**src/rtl/ifetch_ctrl_if.sv**
```systemverilog
`default_nettype none
// ============================================================================
//  Module      : ifetch_ctrl_if
//  Description : Bus bundle for the instruction-fetch sequencer.
//                Carries the combinational instruction-memory read port
//                (imem_addr out, imem_instr back) and the valid/ready fetch
//                queue head toward decode (out_valid/out_instr/out_pc out,
//                out_ready back).
//                  master : fetch sequencer side (drives address and queue head)
//                  slave  : memory/decode side (drives instruction word and ready)
//  Revision    : 1.0  initial release
// ============================================================================
interface ifetch_ctrl_if;
   logic [63:0] imem_addr;
   logic [31:0] imem_instr;
   logic        out_valid;
   logic        out_ready;
   logic [31:0] out_instr;
   logic [63:0] out_pc;

   modport master (
      output imem_addr,
      input  imem_instr,
      output out_valid,
      input  out_ready,
      output out_instr,
      output out_pc
   );

   modport slave (
      input  imem_addr,
      output imem_instr,
      input  out_valid,
      output out_ready,
      input  out_instr,
      input  out_pc
   );
endinterface
`default_nettype wire

```
**src/rtl/ifetch_ctrl.sv**
```systemverilog
`default_nettype none
// ============================================================================
//  Module      : ifetch_ctrl
//  Description : Instruction-fetch sequencer. Owns the PC, presents it to a
//                combinational instruction memory and buffers {pc, word}
//                pairs in a small FIFO drained by decode over valid/ready.
//                Redirects flush the queue and reload the PC; running past
//                the end of instruction memory parks the fetcher in FAULT.
//  Ports       : clk, reset           clock / synchronous active-high reset
//                bus (master)         imem read port + decode queue head
//                fetch_en             1 = fetching allowed, 0 = hold PC
//                redirect_valid/_pc   taken branch / jump target
//                fault                PC out of range, fetch stopped
//                trap_valid/trap_pc   misaligned-redirect trap (optional)
//  Options     : `define IFETCH_MISALIGN_TRAP_EN to trap misaligned redirect
//                targets instead of silently aligning them.
//  Revision    : 1.0  initial release
// ============================================================================
module ifetch_ctrl #(
   parameter logic [63:0] RESET_PC   = 64'h0,
   parameter int          FQ_DEPTH   = 2,
   parameter int          IMEM_WORDS = 1024
) (
   input  logic          clk,
   input  logic          reset,
   ifetch_ctrl_if.master bus,
   input  logic          fetch_en,
   input  logic          redirect_valid,
   input  logic [63:0]   redirect_pc,
`ifdef IFETCH_MISALIGN_TRAP_EN
   output logic          trap_valid,
   output logic [63:0]   trap_pc,
`endif
   output logic          fault
);

   localparam int PTR_W = $clog2(FQ_DEPTH);
   localparam int CNT_W = PTR_W + 1;

   localparam logic [CNT_W-1:0] c_depth      = CNT_W'(FQ_DEPTH);
   localparam logic [61:0]      c_imem_words = 62'(IMEM_WORDS);

   localparam logic [1:0] c_st_idle  = 2'd0;
   localparam logic [1:0] c_st_run   = 2'd1;
   localparam logic [1:0] c_st_fault = 2'd2;

   // ------------------------------------------------------------------------
   // State
   // ------------------------------------------------------------------------
   logic [1:0]       state_q,  state_d;
   logic [63:0]      pc_q,     pc_d;
   logic [CNT_W-1:0] count_q,  count_d;
   logic [PTR_W-1:0] rd_ptr_q, rd_ptr_d;
   logic [PTR_W-1:0] wr_ptr_q, wr_ptr_d;
   logic [63:0]      fq_pc_q    [FQ_DEPTH];
   logic [63:0]      fq_pc_d    [FQ_DEPTH];
   logic [31:0]      fq_instr_q [FQ_DEPTH];
   logic [31:0]      fq_instr_d [FQ_DEPTH];
`ifdef IFETCH_MISALIGN_TRAP_EN
   logic             trap_valid_q, trap_valid_d;
   logic [63:0]      trap_pc_q,    trap_pc_d;
`endif

   // ------------------------------------------------------------------------
   // Shared combinational terms
   // ------------------------------------------------------------------------
   logic        pc_in_range;
   logic        target_in_range;
   logic [63:0] redir_target;
   logic        misalign_trap;
   logic        pop;
   logic        fetch_go;
   logic        push;

   assign pc_in_range     = (pc_q[63:2] < c_imem_words);
   // Low address bits never reach the PC: either the redirect traps or the
   // target is forced word-aligned.
   assign redir_target    = {redirect_pc[63:2], 2'b00};
   assign target_in_range = (redir_target[63:2] < c_imem_words);
   assign pop             = (count_q != '0) && bus.out_ready;

`ifdef IFETCH_MISALIGN_TRAP_EN
   assign misalign_trap = redirect_valid && (redirect_pc[1:0] != 2'b00);
`else
   assign misalign_trap = 1'b0;
`endif

   // ------------------------------------------------------------------------
   // FSM: state register (also holds the datapath flops)
   // ------------------------------------------------------------------------
   always_ff @(posedge clk) begin
      if (reset) begin
         state_q  <= c_st_idle;
         pc_q     <= RESET_PC;
         count_q  <= '0;
         rd_ptr_q <= '0;
         wr_ptr_q <= '0;
         for (int i = 0; i < FQ_DEPTH; i++) begin
            fq_pc_q[i]    <= '0;
            fq_instr_q[i] <= '0;
         end
`ifdef IFETCH_MISALIGN_TRAP_EN
         trap_valid_q <= 1'b0;
         trap_pc_q    <= '0;
`endif
      end else begin
         state_q    <= state_d;
         pc_q       <= pc_d;
         count_q    <= count_d;
         rd_ptr_q   <= rd_ptr_d;
         wr_ptr_q   <= wr_ptr_d;
         fq_pc_q    <= fq_pc_d;
         fq_instr_q <= fq_instr_d;
`ifdef IFETCH_MISALIGN_TRAP_EN
         trap_valid_q <= trap_valid_d;
         trap_pc_q    <= trap_pc_d;
`endif
      end
   end

   // ------------------------------------------------------------------------
   // FSM: next-state logic. A redirect overrides every state transition.
   // ------------------------------------------------------------------------
   always_comb begin
      state_d = state_q;
      if (redirect_valid) begin
         if (misalign_trap || !target_in_range) begin
            state_d = c_st_fault;
         end else if (fetch_en) begin
            state_d = c_st_run;
         end else begin
            state_d = c_st_idle;
         end
      end else begin
         case (state_q)
            c_st_idle: begin
               if (fetch_en) state_d = c_st_run;
            end
            c_st_run: begin
               if (!fetch_en) begin
                  state_d = c_st_idle;
               end else if (!pc_in_range) begin
                  state_d = c_st_fault;
               end
            end
            c_st_fault: state_d = c_st_fault;
            default:    state_d = c_st_idle;
         endcase
      end
   end

   // ------------------------------------------------------------------------
   // FSM: outputs and fetch enables
   // ------------------------------------------------------------------------
   always_comb begin
      fault    = (state_q == c_st_fault);
      fetch_go = (state_q == c_st_run) && fetch_en && pc_in_range && !redirect_valid;
      // A full queue can still accept the new word when the head leaves
      // on the same edge.
      push     = fetch_go && ((count_q != c_depth) || pop);
   end

   // ------------------------------------------------------------------------
   // Datapath: PC sequencing and fetch queue
   // ------------------------------------------------------------------------
   always_comb begin
      pc_d       = pc_q;
      count_d    = count_q;
      rd_ptr_d   = rd_ptr_q;
      wr_ptr_d   = wr_ptr_q;
      fq_pc_d    = fq_pc_q;
      fq_instr_d = fq_instr_q;
      if (redirect_valid) begin
         // Any same-cycle pop is already accepted by decode; the flush
         // simply discards whatever remains.
         count_d  = '0;
         rd_ptr_d = '0;
         wr_ptr_d = '0;
         if (!misalign_trap) pc_d = redir_target;
      end else begin
         if (push) begin
            fq_pc_d[wr_ptr_q]    = pc_q;
            fq_instr_d[wr_ptr_q] = bus.imem_instr;
            wr_ptr_d             = wr_ptr_q + PTR_W'(1);
            pc_d                 = pc_q + 64'd4;
         end
         if (pop) rd_ptr_d = rd_ptr_q + PTR_W'(1);
         count_d = count_q + CNT_W'(push) - CNT_W'(pop);
      end
   end

`ifdef IFETCH_MISALIGN_TRAP_EN
   always_comb begin
      trap_valid_d = misalign_trap;
      trap_pc_d    = misalign_trap ? redirect_pc : trap_pc_q;
   end

   assign trap_valid = trap_valid_q;
   assign trap_pc    = trap_pc_q;
`endif

   // ------------------------------------------------------------------------
   // Bus outputs; queue head is forced to zero when empty
   // ------------------------------------------------------------------------
   assign bus.imem_addr = pc_q;
   assign bus.out_valid = (count_q != '0);
   assign bus.out_instr = (count_q != '0) ? fq_instr_q[rd_ptr_q] : 32'd0;
   assign bus.out_pc    = (count_q != '0) ? fq_pc_q[rd_ptr_q]    : 64'd0;

endmodule
`default_nettype wire

```
**src/flat_wrapper.sv**
```systemverilog
// flat-port wrapper written by rule: the top's interface ports become plain ports
module ifetch_ctrl_flat 
#(
   parameter logic [63:0] RESET_PC   = 64'h0,
   parameter int          FQ_DEPTH   = 2,
   parameter int          IMEM_WORDS = 1024
)
  (clk, reset, fetch_en, redirect_valid, redirect_pc, fault, bus_imem_addr, bus_imem_instr, bus_out_valid, bus_out_ready, bus_out_instr, bus_out_pc);
  ifetch_ctrl_if bus_i ();
  input  logic clk;
  input  logic reset;
  input  logic fetch_en;
  input  logic redirect_valid;
  input  logic [63:0] redirect_pc;
  output logic fault;
  output wire logic [$bits(bus_i.imem_addr)-1:0] bus_imem_addr;
  input wire logic [$bits(bus_i.imem_instr)-1:0] bus_imem_instr;
  output wire logic [$bits(bus_i.out_valid)-1:0] bus_out_valid;
  input wire logic [$bits(bus_i.out_ready)-1:0] bus_out_ready;
  output wire logic [$bits(bus_i.out_instr)-1:0] bus_out_instr;
  output wire logic [$bits(bus_i.out_pc)-1:0] bus_out_pc;
  assign bus_imem_addr = bus_i.imem_addr;
  assign bus_i.imem_instr = bus_imem_instr;
  assign bus_out_valid = bus_i.out_valid;
  assign bus_i.out_ready = bus_out_ready;
  assign bus_out_instr = bus_i.out_instr;
  assign bus_out_pc = bus_i.out_pc;
  ifetch_ctrl #(.RESET_PC(RESET_PC), .FQ_DEPTH(FQ_DEPTH), .IMEM_WORDS(IMEM_WORDS)) u_core (.clk(clk), .reset(reset), .bus(bus_i), .fetch_en(fetch_en), .redirect_valid(redirect_valid), .redirect_pc(redirect_pc), .fault(fault));
endmodule
```
**config.mk**
```make
export PLATFORM = sky130hd
export DESIGN_NAME = ifetch_ctrl_flat
export DESIGN_NICKNAME = d
export VERILOG_FILES = /design/src/rtl/ifetch_ctrl_if.sv /design/src/rtl/ifetch_ctrl.sv /design/src/flat_wrapper.sv
export SDC_FILE = /design/constraint.sdc
export NUM_CORES = 1
export LEC_CHECK = 0
export CAP_MARGIN = 20
export CORE_ASPECT_RATIO = 1.4
export CORE_MARGIN = 5
export CORE_UTILIZATION = 47
export DETAILED_ROUTE_END_ITERATION = 10
export PLACE_DENSITY = 0.86
export SETUP_SLACK_MARGIN = 0.3
export SYNTH_ARGS = -nofsm -noshare
export SYNTH_HDL_FRONTEND = slang
export SYNTH_SLANG_ARGS = --single-unit
```
**constraint.sdc**
```tcl
create_clock -name clk -period 4 [get_ports clk]
set_input_delay 0.4 -clock clk [delete_from_list [all_inputs] [get_ports clk]]
set_output_delay 0.4 -clock clk [all_outputs]
set_load 0.01 [all_outputs]
```
==> results of run 1 <==
## cells in the mapped netlist (all sizes together), types with 5 or more instances
| library cell | number |
|---|---|
| nor2 | 151 |
| o21ai | 88 |
| nor4 | 24 |
| and2 | 105 |
| dfxtp | 256 |
| mux2 | 5 |
| nand2b | 6 |
| clkbuf | 75 |
| nand3 | 86 |
| mux2i | 146 |
| nand4 | 8 |
| nand2 | 9 |
| a21oi | 92 |
| buf | 24 |
| nor3 | 7 |
| inv | 6 |
| or3 | 5 |
## layer usage
layer / share of wire / wire length [µm]
met2: 0.49 / 13800
met3: 0.079 / 2230
met5: 0 / 0
met4: 0.036 / 1010
met1: 0.40 / 11200
## registers in the layout, summed over array words and instances (netlist names)
signal	cells
u_core.count_q	2
u_core.fq_pc_q	124
u_core.wr_ptr_q	1
u_core.fq_instr_q	64
u_core.rd_ptr_q	1
u_core.bus.imem_addr	62
u_core.state_q	2
## cell type report
type,count,share of cell area
multi-input cells,773,0.345
clock inverters,5,0.00419
flip-flops and latches,256,0.373
well taps,297,0.0270
inverters,7,0.00200
clock buffers,37,0.0525
repair buffers,268,0.195
diodes,1,0.000182
## through the flow
| stage | area [µm²] | total power, µW | util | std cells | setup slack [ns] |
|---|---|---|---|---|---|
| floorplan | 10300 | 2810 | - | 1135 | 1.30 |
| global placement | 13000 | 3040 | 0.597 | 1601 | 1.05 |
| detailed placement | 13000 | 3050 | 0.597 | 1601 | 1.02 |
| CTS | 13700 | 5290 | 0.633 | 1643 | 1.04 |
| global route | 13700 | 5440 | 0.633 | 1643 | 0.893 |
| finish | 13700 | 5230 | 0.633 | 1644 | 1.04 |
## where the power goes
| part | switching, µW | total (µW) | internal, µW |
|---|---|---|---|
| sequential | 42.5 | 2630 | 2590 |
| combinational | 163 | 362 | 199 |
| clock | 936 | 2240 | 1310 |
## worst register-to-register path: stages (launching register included)
cell	delay (ns)
dfxtp_1	0.33
or4_1	0.58
or4_1	0.61
or4_4	0.50
buf_4	0.36
o21ai_0	0.36
a21oi_1	0.09
## path summary, 6_finish.rpt
kind / end / from / slack [ns] / depth (start not counted)
setup / recovery: u_core.fq_instr_q[36] / u_core.bus.imem_addr[33] / 1.04 / 6
hold / removal: u_core.bus.imem_addr[42] / reset / 0.43 / 2
hold reg to reg: u_core.fq_pc_q[95] / u_core.fq_pc_q[95] / 0.46 / 1
setup reg to reg: u_core.fq_instr_q[36] / u_core.bus.imem_addr[33] / 1.04 / 6
## cell families after synthesis
| kind of cell | count (synthesis) | synth area share |
|---|---|---|
| AO/OA/AOI/OAI | 193 | 0.0972 |
| XOR/XNOR | 4 | 0.00341 |
| adder cells (fa/ha/maj) | 3 | 0.00365 |
| buffers and inverters | 106 | 0.0422 |
| flip-flops | 256 | 0.499 |
| multiplexers | 151 | 0.148 |
| other | 1 | 0.000365 |
| AND/OR/NAND/NOR | 418 | 0.207 |
==> summary.md, run 1 <==
| Metric | Value |
|---|---|
| Max Root-Sink Buffers | 3 |
| Skew final | 0.0160 ns |
| RSZ-0062 raised after global routing | no |
| Worst min-delay path class | primary input to register |
| Synth Register Bits | 256 |
| Leak | 0.00465 µW |
| Crit path kind | register to register |
| Slowest CP cell | or4_1 |
| Fin. max-slew vios | 0 |
| Met1 usage | 0.262 |
| Fin nets | 1435 |
| Drt drc | 0 |
| FP Rows | 64 |
| Final period utilization | 0.741 |
| CTS clk-pin slew, worst paths | 0.07 ns |
| Routed WL per cell | 17.2 µm |
| Die area | 25000 µm² |
| Critical-path cell list | or4_1 -> or4_1 -> or4_4 -> buf_4 -> o21ai_0 -> a21oi_1 |
| Die Wd | 135 µm |
| Post-route setup TNS | 0 ns |
| Number of distinct library cells after synthesis | 40 |
| Register area | 5130 µm² |
| Minimum hold slack | 0.434 ns |
| Slew HR | 0.464 |
| Seq/Total Area, Yosys | 0.499 |
| CP Launch Type | register |
| Total Routing Usage GR | 0.219 |
| Run status | completed |
| Synthesized area | 10300 µm² |
| Ranking of synthesized cells by area | dfxtp_1 50%, mux2i_1 14%, and2_1 6.4%, nor2_1 5.5%, a21oi_1 4.4% |
| Worst-skew pair later-pin latency | 0.51 ns |
| Min Tclk post-route | 2.96 ns |
| Vias/cell | 5.38 |
| Layout cells sized above 1 | 0.0475 |
| Measured slew at the worst slew-check pin | 0.804 ns |
| Placer Congestion | 0.892 |
| Die height | 185 µm |
| CP dominant cell by count | or4_1 |
| PortBufs | 256 |
| Ys async rst share | 0 |
| CP Capture Type | register |
| Critical path's largest stage delay | 0.61 ns |
| Syn Inst Count | 1132 |
| Gr busiest metal | met2 |
| HPWL Detailed | 18800 µm |
| Iter 0 DRT Violations | 537 |
| Post_cts resized | 0 |
| CTS tree | yes |
| Initial Util | 0.474 |
| Vias in the first global route | 8751 |
| Yosys warnings | 0 |
| Required @ worst endpoint | 4.37 ns |
| Initial antenna violation count | 0 |
| Final setup fails | 0 |
| CTS Buf Count | 25 |
| I/O pin cnt | 263 |
| Crit path max fanout | 86 |
| First drt pass iteration count | 5 |
| Most frequent cells in the layout | 254 x clkdlybuf4s50_1, 254 x dfxtp_1, 150 x nor2_1 |
| Area delta synth->final | 33.7% |
| Max Clk Rate | 337 MHz |
| Post-CTS Hold Fix Bufs | 0 |
| Yosys top cell by area | dfxtp_1 |
| Number of H-tree levels | 1 |
| Met3 Use GR | 0.0614 |
| Ys flop type | dfxtp_1 |
| First-pass GRT wire length | 45100 µm |
| Clock Sinks | 256 |
| Multi-input gate area | 4740 µm² |
| Grt total ovfl | 0 |
| Number of filler cells placed in the layout | 1792 |
| GR Util met2 | 0.373 |
| Post-synth top area share | 0.499 |
| Final WL | 28200 µm |
| Power Density | 381 nW/µm² |
| CORE AREA | 21700 µm² |
| VDD IR max | 0.374 mV |
| Max_cap viols | 0 |
| Vias | 8845 |
| Largest net degree at the start of global routing | 95 |
| Syn Area/Cell | 9.08 µm² |
| Critical path data arrival time | 3.33 ns |
| CTS Root Buffer Type | clkbuf_16 |
| Final Hold Violating Endpoints | 0 |
| Worst Path Buf+Inv | 1 |
| Post-CTS Setup Bufs | 0 |
| Remaining antenna violation count | 0 |
| Post-synth EDFFs | 0 |
| CP delay by family, top | simple AND/OR/NAND/NOR gates |
Note: power is estimated with default switching activity, not from simulation.
==> run 2: changes to the inputs <==
==> constraint.sdc (replaced) <==
create_clock -name clk -period 2.89 [get_ports clk]
set_input_delay 0.289 -clock clk [delete_from_list [all_inputs] [get_ports clk]]
set_output_delay 0.289 -clock clk [all_outputs]
set_load 0.01 [all_outputs]
==> run 2 against run 1 <==
Maximum frequency grew 11%. Clock power grew 44%. Critical endpoint is now u_core.fq_pc_q[47]. Largest cell class unchanged. Die area is the same. Global-route usage grew 0.20 points. Setup slack lost 0.82 ns. Largest power group unchanged. Sequential power grew 38%. Non-clock buffer count grew 14. Cell area grew 2.2%. Highest routed layer unchanged. Critical path depth grew 1. Worst hold slack lost 0.18 ns. First-iteration DRC count shrank 12%.
==> summary.md, run 2 (synthesis results as in run 1) <==
| Metric | Value |
|---|---|
| Switching power | 1640 µW |
| Measured slew at the worst slew-check pin | 0.846 ns |
| CP Capture Type | register |
| Pint | 5740 µW |
| Max reg flops | 124 |
| Slowest CP cell | or4_4 |
| Largest net degree at the start of global routing | 95 |
| Clock Sinks | 256 |
| Most frequent cells in the layout | 254 x clkdlybuf4s50_1, 253 x dfxtp_1, 150 x nor2_1 |
| CTS Root Buffer Type | clkbuf_16 |
| Vias/cell | 5.39 |
| Final setup fails | 0 |
| Commonest non-fill, non-tap cell in the layout | clkdlybuf4s50_1 |
| Area delta synth->final | 36.6% |
| VDD IR max | 0.490 mV |
| Initial antenna violation count | 1 |
| Reg power frac | 0.493 |
| Max Clk Rate | 374 MHz |
| Crit path max fanout | 52 |
| Power Density | 526 nW/µm² |
| First-pass GRT wire length | 45500 µm |
| Post-CTS Hold Fix Bufs | 0 |
| Final Hold Violating Endpoints | 0 |
| First drt pass iteration count | 7 |
| Clk pwr share | 0.436 |
| Remaining antenna violation count | 0 |
| CP dominant cell by count | or4_4 |
| Die area | 25000 µm² |
| Number of H-tree levels | 1 |
| Post-route setup TNS | 0 ns |
| Required @ worst endpoint | 3.29 ns |
| Crit path kind | register to register |
| Critical path's largest stage delay | 0.55 ns |
| CP delay by family, top | simple AND/OR/NAND/NOR gates |
| Routed WL per cell | 17.3 µm |
| Worst Path Buf+Inv | 2 |
| Critical path data arrival time | 3.07 ns |
| CORE AREA | 21700 µm² |
| Final period utilization | 0.925 |
| Grt total ovfl | 0 |
| PortBufs | 256 |
| Placer Congestion | 0.914 |
| Layout cells sized above 1 | 0.0667 |
| CTS Buf Count | 25 |
| RSZ-0062 raised after global routing | yes |
| Die Wd | 135 µm |
| CTS clk-pin slew, worst paths | 0.06 ns |
| FP Rows | 64 |
| I/O pin cnt | 263 |
| Die height | 185 µm |
| Iter 0 DRT Violations | 471 |
| Sw Share | 0.223 |
| Final WL | 28800 µm |
| HPWL Detailed | 19400 µm |
| Slew HR | 0.436 |
| Critical-path cell list | or4_4 -> or4_4 -> or4_4 -> clkinv_4 -> a21oi_2 -> buf_12 -> and2_1 |
| Combinational power share | 0.071 |
| Power Total | 7380 µW |
| Fin. max-slew vios | 0 |
| Initial Util | 0.474 |
| Max_cap viols | 0 |
| Worst min-delay path class | primary input to register |
| Skew final | 0.0170 ns |
| CTS tree | yes |
| Total Routing Usage GR | 0.221 |
| Drt drc | 0 |
| Max Root-Sink Buffers | 3 |
| Leak | 0.00478 µW |
| Worst-skew pair later-pin latency | 0.52 ns |
| Fin nets | 1449 |
| Most flop-heavy register | u_core.fq_pc_q |
| Vias in the first global route | 8819 |
| Run status | completed |
| CP Launch Type | register |
| Vias | 8959 |
| Min Tclk post-route | 2.67 ns |
[run 2: cell types whose count changed in the layout (fill, tap and decap cells not counted), sizes merged]
cell,previous run,this run
diode,1,2
clkinvlp,1,2
clkinv,2,5
buf,14,28
[run 2: worst register-to-register path, stage by stage (launching register included)]
cell and delay, ns:
dfxtp_2 0.32, or4_4 0.55, or4_4 0.55, or4_4 0.51, clkinv_4 0.11, a21oi_2 0.07
buf_12 0.22, and2_1 0.23
[run 2: layer usage]
layer	track usage	up-vias	routed length, µm
li1	-	4311	-
met1	0.254	4263	10900
met2	0.385	321	14400
met3	0.0649	64	2370
met4	0.0904	0	1120
met5	0	-	0
[run 2: final cells by class]
cell class / instances / area (µm²)
Antenna cell: 2 / 5.00
Multi-Input combinational cell: 773 / 4790
Fill cell: 1703 / 7660
Clock buffer: 37 / 741
Clock inverter: 9 / 82.6
Inverter: 7 / 31.3
Timing Repair Buffer: 282 / 2890
Sequential cell: 256 / 5130
Tap cell: 297 / 372
[run 2: final timing paths]
kind,to,slack (ns),depth (start not counted),start
setup reg to reg,u_core.fq_pc_q[47],0.22,7,u_core.bus.imem_addr[36]
setup / recovery,u_core.fq_pc_q[47],0.22,7,u_core.bus.imem_addr[36]
hold / removal,u_core.bus.imem_addr[16],0.25,2,reset
hold reg to reg,u_core.fq_pc_q[93],0.46,1,u_core.fq_pc_q[93]
[run 2: through the flow]
| step | hold slack [ns] | setup slack (ns) | area [µm²] | utilization | cells |
|---|---|---|---|---|---|
| 2_1_floorplan | 0.429 | 0.251 | 10300 | - | 1135 |
| 3_3_place_gp | 0.441 | 0.146 | 13100 | 0.605 | 1612 |
| 3_5_place_dp | 0.443 | 0.0918 | 13100 | 0.605 | 1612 |
| 4_1_cts | 0.232 | 0.217 | 14000 | 0.645 | 1661 |
| 5_1_grt | 0.280 | 0.166 | 14000 | 0.647 | 1662 |
| 6_report | 0.252 | 0.218 | 14000 | 0.647 | 1663 |
[run 2: power groups by stage]
stage               logic, µW  clock network, µW  registers (µW)
floorplan                 173                  0            3720
global placement          512                  0            3710
detailed placement        516                  0            3710
CTS                       524               3290            3640
global route              556               3450            3640
finish                    523               3220            3640
[run 2: timing repair]
item	4_1_cts	5_1_grt
pin swaps	5	2
gates resized for setup	8	15
buffers inserted	3	0
endpoints found under the setup margin	178	194
gates cloned	0	0
==> run 3: changes to the inputs <==
--- a/config.mk
+++ b/config.mk
@@ -5,12 +5,14 @@
 export SDC_FILE = /design/constraint.sdc
 export NUM_CORES = 1
 export LEC_CHECK = 0
+export ABC_AREA = 0
 export CAP_MARGIN = 20
 export CORE_ASPECT_RATIO = 1.4
 export CORE_MARGIN = 5
 export CORE_UTILIZATION = 47
 export DETAILED_ROUTE_END_ITERATION = 10
 export PLACE_DENSITY = 0.86
+export REMOVE_ABC_BUFFERS = 1
 export SETUP_SLACK_MARGIN = 0.3
 export SYNTH_ARGS = -nofsm -noshare
 export SYNTH_HDL_FRONTEND = slang
==> run 3 against run 2 <==
Worst hold slack got worse by 0.00070 ns. Combinational power is 4.8% higher. Critical path type unchanged. Die area stayed put. Largest power group unchanged. Register-to-register slack worse by 0.14 ns. Core utilization rose by 3.1 points. First-iteration DRC count is 25% higher. Critical path depth up 1.
==> summary.md, run 3 (synthesis results as in run 1) <==
| Metric | Value |
|---|---|
| Final core occ | 0.678 |
| CTS clk-pin slew, worst paths | 0.06 ns |
| Number of H-tree levels | 1 |
| WL met1 | 12300 µm |
| CTS Buf Count | 25 |
| CTS tree | yes |
| R2R cell count | 8 |
| Hold depth | 2 |
| Worst hold endpoint | u_core.bus.imem_addr[30] |
| CP Capture Type | register |
| Vias | 9406 |
| Clock Sinks | 256 |
| Number of filler cells placed in the layout | 1628 |
| Leak | 0.00509 µW |
| Max reg flops | 124 |
| Worst flop-to-flop path startpoint | u_core.bus.imem_addr[33] |
| Hold_sp | reset |
| I/O pin cnt | 263 |
| Largest net degree at the start of global routing | 93 |
| Grt total ovfl | 0 |
| HPWL Detailed | 19400 µm |
| Final period utilization | 0.974 |
| Crit path kind | register to register |
| Crit path max fanout | 11 |
| R2R Setup Slk | 0.07 ns |
| CTS Root Buffer Type | clkbuf_16 |
| Most frequent cells in the layout | 254 x clkdlybuf4s50_1, 254 x dfxtp_1, 150 x nor2_1 |
| FP Rows | 64 |
| Met2 WL post-DR | 16100 µm |
| Initial antenna violation count | 0 |
| Iter 0 DRT Violations | 591 |
| Final WL | 32700 µm |
| Final setup margin | 0.0739 ns |
| CP Launch Type | register |
| Most flop-heavy register | u_core.fq_pc_q |
| Max Clk Rate | 355 MHz |
| RSZ-0062 raised after global routing | yes |
| Fin nets | 1483 |
| Pre-CTS setup slack | 0.0445 ns |
| Worst-skew pair later-pin latency | 0.53 ns |
| Reg2reg end | u_core.fq_pc_q[36] |
| Die Wd | 135 µm |
| Die area | 25000 µm² |
| Post-CTS Hold Fix Bufs | 0 |
| Min Tclk post-route | 2.82 ns |
| Run status | completed |
| Final setup fails | 0 |
| Layout cells sized above 1 | 0.102 |
| Fin. max-slew vios | 0 |
| DR WL met3 | 2820 µm |
| Skew final | 0.0228 ns |
| Worst min-delay path class | primary input to register |
| VDD IR max | 0.460 mV |
| Max_cap viols | 0 |
| Highest routed layer | met4 |
| Measured slew at the worst slew-check pin | 0.737 ns |
| Area delta synth->final | 43.3% |
| Required @ worst endpoint | 3.30 ns |
| Vias in the first global route | 9040 |
| Slew HR | 0.509 |
| Drt drc | 0 |
| Routed WL per cell | 19.3 µm |
| Minimum hold slack | 0.251 ns |
| Die height | 185 µm |
| Register area | 5130 µm² |
| Max Root-Sink Buffers | 3 |
| Multi-input gate area | 4840 µm² |
| First drt pass iteration count | 8 |
| PortBufs | 256 |
| Critical path data arrival time | 3.23 ns |
| Critical Path Start | u_core.bus.imem_addr[33] |
| Final Hold Violating Endpoints | 0 |
| Initial Util | 0.474 |
| Total Routing Usage GR | 0.226 |
| Power Density | 504 nW/µm² |
| Placer Congestion | 0.865 |
| CORE AREA | 21700 µm² |
| First-pass GRT wire length | 46500 µm |
| Vias/cell | 5.55 |
| Remaining antenna violation count | 0 |
## run 3: cell count changes in the layout (fill, tap and decap cells not counted), moves of 3 or more
cell,previous run,this run
o21ai_2,0,5
buf_16,0,8
buf_6,3,15
clkbuf_16,25,35
clkinv_2,4,9
clkbuf_8,7,3
a21oi_1,89,76
a21oi_2,3,15
o21ai_1,7,12
buf_8,0,3
o21ai_0,80,71
## run 3: metal layers
metal | up-vias | global-route usage
met4 | 0 | 0.105
met5 | - | 0
met1 | 4466 | 0.270
met3 | 93 | 0.0606
met2 | 441 | 0.381
li1 | 4406 | -
## run 3: cell type report
type                            instances  area share
Clock inverter                         13     0.00833
Clock buffer                           33      0.0466
Inverter                                7     0.00212
Multi-Input combinational cell        773       0.329
Tap cell                              297      0.0252
Timing Repair Buffer                  316       0.240
Sequential cell                       256       0.348
Antenna cell                            1    0.000170
## run 3: critical path, cell delays in order (launching register included)
cell       delay [ns]
dfxtp_1          0.31
or4_4            0.56
or4_4            0.56
or4_4            0.49
clkinv_4         0.09
buf_12           0.11
a21oi_4          0.15
clkbuf_16        0.24
and2_1           0.17
## run 3: how the worst max path moves through the flow
stage / to / slack, ns / depth (start not counted)
after floorplan: u_core.bus.imem_addr[10] / -3.10 / 5
after global placement: u_core.bus.imem_addr[8] / 0.1 / 6
after detailed placement: u_core.bus.imem_addr[6] / 0.04 / 6
after CTS: u_core.bus.imem_addr[6] / 0.11 / 6
after global routing: u_core.fq_instr_q[63] / 0.04 / 7
final: u_core.fq_pc_q[36] / 0.07 / 8
## run 3: stage by stage
step           total power (µW)  TNS, ns  instance area (µm²)  instances
3_3_place_gp               4220        0                13100       1612
3_5_place_dp               4230        0                13100       1612
2_1_floorplan              3840  -435.01                 9880       1036
6_report                   7420        0                14700       1696
4_1_cts                    7430        0                14200       1672
5_1_grt                    7660        0                14700       1695
## run 3: report_power, final
part           switching, µW  total (µW)  internal (µW)
registers               55.3        3630           3580
clock network           1380        3240           1850
logic                    244         548            304
## run 3: timing repair
| action | CTS | global route |
|---|---|---|
| cloned | 6 | 17 |
| resized for setup | 20 | 54 |
| setup endpoints to repair | 214 | 283 |
| buffers inserted | 8 | 6 |
| pin swaps | 55 | 23 |
